==> config.mk <==
export PLATFORM = sky130hd
export DESIGN_NAME = oem_sort_stream_flat
export DESIGN_NICKNAME = d
export VERILOG_FILES = /design/src/rtl/oem_sort_stream_pkg.sv /design/src/rtl/oem_sort_stream_if.sv /design/src/rtl/oem_sort_stream_ce.sv /design/src/rtl/oem_sort_stream.sv /design/src/flat_wrapper.sv
export SDC_FILE = /design/constraint.sdc
export NUM_CORES = 1
export LEC_CHECK = 0
export BUFFER_PORTS_ARGS = -buffer_cell sky130_fd_sc_hd__buf_2
export CAP_MARGIN = 20
export CELL_PAD_IN_SITES_DETAIL_PLACEMENT = 0
export CELL_PAD_IN_SITES_GLOBAL_PLACEMENT = 1
export CORE_MARGIN = 5
export CORE_UTILIZATION = 25
export CTS_CLUSTER_SIZE = 14
export DETAILED_ROUTE_END_ITERATION = 16
export PLACE_DENSITY_LB_ADDON = 0.1
export SLEW_MARGIN = 10
export SYNTH_ARGS = -nofsm -noshare
export SYNTH_HDL_FRONTEND = slang
export SYNTH_HIERARCHICAL = 1
export SYNTH_SLANG_ARGS = --single-unit
==> constraint.sdc <==
create_clock -name clk -period 3.55 [get_ports clk]
set_input_delay 0.1775 -clock clk [delete_from_list [all_inputs] [get_ports clk]]
set_output_delay 0.1775 -clock clk [all_outputs]
set_load 0.01 [all_outputs]
==> src/rtl/oem_sort_stream_pkg.sv <==
`default_nettype none
// ============================================================================
// Module   : oem_sort_pkg
// Purpose  : Batcher odd-even merge network tables for oem_sort_stream.
// Revision : 1.0
// ============================================================================
package oem_sort_pkg;

    localparam int MAX_N = 16;
    localparam int IDX_W = 4;

    typedef struct packed {
        logic             valid;
        logic [IDX_W-1:0] lo;
        logic [IDX_W-1:0] hi;
    } ce_pair_t;

    typedef struct packed {
        logic             used;
        logic             is_lo;
        logic [IDX_W-1:0] partner;
    } lane_role_t;

    function automatic int num_stages(input int n);
        int l;
        l = $clog2(n);
        return (l * (l + 1)) / 2;
    endfunction

    // Each (p,k) iteration of Batcher's merge loop is one network stage; pairs
    // inside a stage are numbered in enumeration order.
    function automatic ce_pair_t ce_pair(input int n, input int stage, input int idx);
        ce_pair_t r;
        int       st;
        int       cnt;
        r  = '0;
        st = 0;
        for (int p = 1; p < n; p = p * 2) begin
            for (int k = p; k >= 1; k = k / 2) begin
                if (st == stage) begin
                    cnt = 0;
                    for (int j = k % p; j + k < n; j = j + 2 * k) begin
                        for (int i = 0; i < k; i++) begin
                            if ((i + j + k < n) && ((i + j) / (2 * p) == (i + j + k) / (2 * p))) begin
                                if (cnt == idx) begin
                                    r.valid = 1'b1;
                                    r.lo    = IDX_W'(i + j);
                                    r.hi    = IDX_W'(i + j + k);
                                end
                                cnt++;
                            end
                        end
                    end
                end
                st++;
            end
        end
        return r;
    endfunction

    function automatic lane_role_t lane_role(input int n, input int stage, input int lane);
        lane_role_t r;
        ce_pair_t   cp;
        r = '0;
        for (int q = 0; q < n / 2; q++) begin
            cp = ce_pair(n, stage, q);
            if (cp.valid && int'(cp.lo) == lane) begin
                r.used    = 1'b1;
                r.is_lo   = 1'b1;
                r.partner = cp.hi;
            end else if (cp.valid && int'(cp.hi) == lane) begin
                r.used    = 1'b1;
                r.is_lo   = 1'b0;
                r.partner = cp.lo;
            end
        end
        return r;
    endfunction

endpackage
`default_nettype wire

==> src/rtl/oem_sort_stream_if.sv <==
`default_nettype none
// ============================================================================
// Module   : oem_sort_stream_if
// Purpose  : Valid/ready vector stream in and sorted vector stream out.
// Revision : 1.0
// ============================================================================
interface oem_sort_stream_if #(
    parameter int DATA_W = 8,
    parameter int N      = 4
);
    logic                in_valid;
    logic                in_ready;
    logic [N*DATA_W-1:0] in_data;
    logic                out_valid;
    logic                out_ready;
    logic [N*DATA_W-1:0] out_data;
    logic [DATA_W-1:0]   out_max;
    logic [DATA_W-1:0]   out_min;

    modport slave (
        input  in_valid, in_data, out_ready,
        output in_ready, out_valid, out_data, out_max, out_min
    );

    modport master (
        output in_valid, in_data, out_ready,
        input  in_ready, out_valid, out_data, out_max, out_min
    );
endinterface
`default_nettype wire

==> src/rtl/oem_sort_stream_ce.sv <==
`default_nettype none
// ============================================================================
// Module   : oem_ce
// Purpose  : Unsigned compare-exchange: lo gets the smaller, hi the larger.
// Revision : 1.0
// ============================================================================
module oem_ce #(
    parameter int DATA_W = 8
) (
    input  logic [DATA_W-1:0] a,
    input  logic [DATA_W-1:0] b,
    output logic [DATA_W-1:0] lo,
    output logic [DATA_W-1:0] hi
);
    logic w_swap;

    assign w_swap = (a > b);
    assign lo     = w_swap ? b : a;
    assign hi     = w_swap ? a : b;
endmodule
`default_nettype wire

==> src/rtl/oem_sort_stream.sv <==
`default_nettype none
// ============================================================================
// Module   : oem_sort_stream
// Purpose  : Streaming Batcher odd-even merge sorter with global-stall handshake.
// Revision : 1.0
// ============================================================================
module oem_sort_stream
    import oem_sort_pkg::*;
#(
    parameter int DATA_W     = 8,
    parameter int N          = 4,
    parameter int PIPELINE   = 1,
    parameter int DESCENDING = 1
) (
    input  logic             clk,
    input  logic             rst,
    oem_sort_stream_if.slave bus
);
    localparam int c_stages = num_stages(N);

    logic              w_advance;
    logic              w_last_vld;
    logic [DATA_W-1:0] w_in      [N];
    logic [DATA_W-1:0] w_last    [N];
    logic [DATA_W-1:0] w_net_in  [c_stages][N];
    logic [DATA_W-1:0] w_net_out [c_stages][N];

    assign w_advance    = bus.out_ready | ~w_last_vld;
    assign bus.in_ready = w_advance;

    for (genvar l = 0; l < N; l++) begin : g_unpack
        assign w_in[l] = bus.in_data[l*DATA_W +: DATA_W];
    end

    assign w_net_in[0] = w_in;

    // The lo lane of each pair owns the CE instance and drives both outputs.
    for (genvar s = 0; s < c_stages; s++) begin : g_stage
        for (genvar l = 0; l < N; l++) begin : g_lane
            localparam lane_role_t c_role    = lane_role(N, s, l);
            localparam int         c_partner = int'(c_role.partner);
            if (!c_role.used) begin : g_pass
                assign w_net_out[s][l] = w_net_in[s][l];
            end else if (c_role.is_lo) begin : g_ce
                oem_ce #(.DATA_W(DATA_W)) u_ce (
                    .a  (w_net_in[s][l]),
                    .b  (w_net_in[s][c_partner]),
                    .lo (w_net_out[s][l]),
                    .hi (w_net_out[s][c_partner])
                );
            end
        end
    end

    if (PIPELINE != 0) begin : g_pipe
        logic [DATA_W-1:0] r_stg [c_stages][N];
        logic [c_stages-1:0] r_vld;

        for (genvar s = 1; s < c_stages; s++) begin : g_link
            assign w_net_in[s] = r_stg[s-1];
        end

        always_ff @(posedge clk) begin
            if (rst) begin
                r_vld <= '0;
                for (int s = 0; s < c_stages; s++)
                    for (int l = 0; l < N; l++)
                        r_stg[s][l] <= '0;
            end else if (w_advance) begin
                r_vld[0] <= bus.in_valid;
                for (int s = 1; s < c_stages; s++)
                    r_vld[s] <= r_vld[s-1];
                for (int s = 0; s < c_stages; s++)
                    r_stg[s] <= w_net_out[s];
            end
        end

        assign w_last     = r_stg[c_stages-1];
        assign w_last_vld = r_vld[c_stages-1];
    end else begin : g_comb
        logic [DATA_W-1:0] r_out [N];
        logic              r_vld;

        for (genvar s = 1; s < c_stages; s++) begin : g_link
            assign w_net_in[s] = w_net_out[s-1];
        end

        always_ff @(posedge clk) begin
            if (rst) begin
                r_vld <= 1'b0;
                for (int l = 0; l < N; l++)
                    r_out[l] <= '0;
            end else if (w_advance) begin
                r_vld <= bus.in_valid;
                r_out <= w_net_out[c_stages-1];
            end
        end

        assign w_last     = r_out;
        assign w_last_vld = r_vld;
    end

    // The network always leaves lane N-1 as the maximum; ascending-lane output reverses it.
    for (genvar l = 0; l < N; l++) begin : g_pack
        if (DESCENDING != 0) begin : g_keep
            assign bus.out_data[l*DATA_W +: DATA_W] = w_last[l];
        end else begin : g_rev
            assign bus.out_data[l*DATA_W +: DATA_W] = w_last[N-1-l];
        end
    end

    assign bus.out_valid = w_last_vld;
    assign bus.out_max   = w_last[N-1];
    assign bus.out_min   = w_last[0];
endmodule
`default_nettype wire

==> src/flat_wrapper.sv <==
// flat-port wrapper written by rule: the top's interface ports become plain ports
module oem_sort_stream_flat import oem_sort_pkg::*;
#(
    parameter int DATA_W     = 8,
    parameter int N          = 4,
    parameter int PIPELINE   = 1,
    parameter int DESCENDING = 1
)
  (clk, rst, bus_in_valid, bus_in_data, bus_out_ready, bus_in_ready, bus_out_valid, bus_out_data, bus_out_max, bus_out_min);
  oem_sort_stream_if #(.DATA_W(DATA_W), .N(N)) bus_i ();
  input  logic clk;
  input  logic rst;
  input wire logic [$bits(bus_i.in_valid)-1:0] bus_in_valid;
  input wire logic [$bits(bus_i.in_data)-1:0] bus_in_data;
  input wire logic [$bits(bus_i.out_ready)-1:0] bus_out_ready;
  output wire logic [$bits(bus_i.in_ready)-1:0] bus_in_ready;
  output wire logic [$bits(bus_i.out_valid)-1:0] bus_out_valid;
  output wire logic [$bits(bus_i.out_data)-1:0] bus_out_data;
  output wire logic [$bits(bus_i.out_max)-1:0] bus_out_max;
  output wire logic [$bits(bus_i.out_min)-1:0] bus_out_min;
  assign bus_i.in_valid = bus_in_valid;
  assign bus_i.in_data = bus_in_data;
  assign bus_i.out_ready = bus_out_ready;
  assign bus_in_ready = bus_i.in_ready;
  assign bus_out_valid = bus_i.out_valid;
  assign bus_out_data = bus_i.out_data;
  assign bus_out_max = bus_i.out_max;
  assign bus_out_min = bus_i.out_min;
  oem_sort_stream #(.DATA_W(DATA_W), .N(N), .PIPELINE(PIPELINE), .DESCENDING(DESCENDING)) u_core (.clk(clk), .rst(rst), .bus(bus_i));
endmodule
==> impl_metrics.toml <==
[grt]
grt_pass1_wl_mm = 22.0
grt_use_total = 0.0919
first_global_vias = 3906
grt-ovfl-total = 0
antenna_found_initial = 0
grt_max_degree = 101

[die]
io_pins = 86
fp.dieH_um = 173
rows = 59
die_x_um = 173
core-area_sq_um = 26100
die_area_sq_um = 30000
initial_core_util = 0.255

[power]
power.density_nw_per_um2 = 495
switching_share = 0.272
comb_power_share = 0.287
vdd_drop_max_mv = 0.228
intPower_mw = 2.61
total_power_mw = 3.58
clockPowerShare = 0.290
seqPwrFrac = 0.423
p_leak_nw = 3.08
p_switching_uw = 974

[routing]
viasPerCell = 4.26
finalWirelength_mm = 13.6
drt-pass1-iter-count = 4
drtAntennaViolNets = 0
remaining_drc_errors = 0
num_vias = 3658
drt_iter0_drc = 153
wl_per_cell_um = 15.8

[sta]
rsz0062_at_grt = "no"
max_freq_mhz = 395
fin_crit_sh = 0.713
whs_ps = 56.4
finalCriticalPeriod_ps = 2530
final_hold_viol_count = 0
tns_ps = 0
slew_headroom = 0.316
setup_viol = 0
max_slew.worst_pin.slew_ps = 1030
slew_viol_final = 0
fin_worst_skew_ps = 7.13

[worst_setup_path]
cp.required_ps = 3600
cp-end-kind = "flip-flop"
regToRegSetupSlack_ps = 1020
startpoint = "u_core/g_pipe.r_stg[0][49]"
cp-start-kind = "flip-flop"
cp.arrival_ps = 2580
r2r-start = "u_core/g_pipe.r_stg[0][49]"
crit_fanout = 16
worstSetupPathType = "reg2reg"

[clock_tree]
cts.repair.resized = 0
post-cts-setup-buffer-count = 0
clock_path_buffers = 2
cts_sinks = 99
ctsHtreeMaxLevel = 3
tritoncts = "done"
path_clk_slew_ps = 70
clock_latency_ps = 350
root_buffer = "clkbuf_16"
cts_buffers = 9
ctsHoldBuffers = 0

[placement]
portBuffers = 85
dp.cells = 843
place_congestion = 0.759
hpwl_mm = 9.73

[final_layout]
final_nets = 595
fillerInstances = 2722
drive_gt1_frac = 0.409
area_growth_pct = 8.37
fin_util = 0.277
fin_cells = 858
antenna_cells = 0

[logic_synthesis]
yosysWarningCount = 6
netlist_area_sq_um = 6670
synth.avg_cell_area_sq_um = 13.5
syn_inst = 495
seq_area_frac_synth = 0.441
synth_nets = 571
synth-seq-cells = 99
synth_cell_types = 29

[job]
drv_cap = 0

[hold_path]
min-delay-start = "rst"
hp-class = "in2reg"

[outcome]
status = "complete, no violations"
per-stage QoR:
stage                     area, sq um  worst slack (ps)
after floorplan                  6670               150
after global placement           6920               992
after detailed placement         6920              1000
after CTS                        7230               974
after global routing             7230               890
final                            7230              1020
synthesized netlist by cell type:
| library cell | instances | area, sq um |
|---|---|---|
| clkbuf_1 | 7 | 26.3 |
| nand4bb_1 | 1 | 11.3 |
| o21ai_4 | 4 | 65.1 |
| nand2_1 | 5 | 18.8 |
| nor3b_1 | 96 | 721 |
| edfxtp_1 | 96 | 2880 |
| a21oi_1 | 16 | 80.1 |
| buf_2 | 4 | 20.0 |
| mux2_2 | 30 | 338 |
| a21oi_2 | 5 | 43.8 |
| o211ai_2 | 5 | 62.6 |
| nand4_2 | 4 | 50.1 |
| buf_12 | 6 | 120 |
| mux2i_1 | 1 | 10.0 |
| clkbuf_8 | 4 | 55.1 |
| o22ai_4 | 5 | 100 |
| o21ai_0 | 1 | 5.00 |
| nand4_1 | 5 | 31.3 |
| nor2b_4 | 6 | 82.6 |
| nand2b_1 | 3 | 18.8 |
| buf_4 | 48 | 360 |
| ha_1 | 40 | 500 |
| buf_6 | 6 | 67.6 |
| mux2_4 | 50 | 751 |
| dfxtp_1 | 3 | 60.1 |
| inv_1 | 41 | 154 |
| inv_2 | 1 | 3.75 |
| nand4_4 | 1 | 21.3 |
| o21ai_2 | 1 | 8.76 |
state kept, by name, summed over array words and instances, names as in the netlist:
name                 flops
u_core/g_pipe.r_vld      3
u_core/g_pipe.r_stg     96
power groups by stage:
| stage | clock (mW) | combinational, mW | sequential (mW) |
|---|---|---|---|
| final | 1.04 | 1.03 | 1.52 |
| after global routing | 1.13 | 1.12 | 1.53 |
| after CTS | 1.08 | 1.05 | 1.52 |
| after detailed placement | 0 | 1.04 | 1.55 |
| after global placement | 0 | 1.04 | 1.55 |
| after floorplan | 0 | 0.981 | 1.51 |
worst max-delay path: stages (launching register included):
cell      delay (ps)
edfxtp_1         460
ha_1             350
nor2b_4          140
o211ai_2         140
a21oi_2           90
o22ai_4          500
mux2_2           400
nor3b_1          140
path summary, 6_finish.rpt:
kind	endpoint	cells after the start
max	u_core/g_pipe.r_stg[0][87]	7
min	u_core/g_pipe.r_vld[2]	2
max reg2reg	u_core/g_pipe.r_stg[0][87]	7
min reg2reg	u_core/g_pipe.r_vld[2]	2
placed cells by master, fill, tap and decap left out, types with 6 or more instances in the layout:
| cell | instances |
|---|---|
| nor3b_1 | 96 |
| edfxtp_1 | 96 |
| buf_2 | 85 |
| mux2_4 | 50 |
| inv_1 | 41 |
| ha_1 | 40 |
| mux2_2 | 30 |
| a21oi_1 | 16 |
| clkbuf_16 | 9 |
| nor2b_4 | 6 |
layout make-up:
cell class	instances	area (sq um)	area share
inverter	42	158	0.0218
multi-input combinational	279	2930	0.405
sequential	99	2940	0.407
clock inverter	5	78.8	0.0109
tap	335	419	0.0580
timing repair buffer	88	473	0.0654
clock buffer	10	229	0.0317
layer usage:
layer	part of all wire	GRT usage	vias up
met3	0.031	0.0155	13
met2	0.46	0.148	64
met1	0.49	0.124	1767
met4	0.017	0.0349	0
met5	0	0	-
li1	-	-	1814
kinds of logic after synthesis:
kind of cell,after synthesis,synth area share
AND/OR/NAND/NOR,121,0.143
multiplexers,81,0.165
adder cells (fa/ha/maj),40,0.0750
AO/OA/AOI/OAI,37,0.0548
buffers and inverters,117,0.121
flip-flops,99,0.441
No activity file was read; power rests on OpenSTA's default activity.
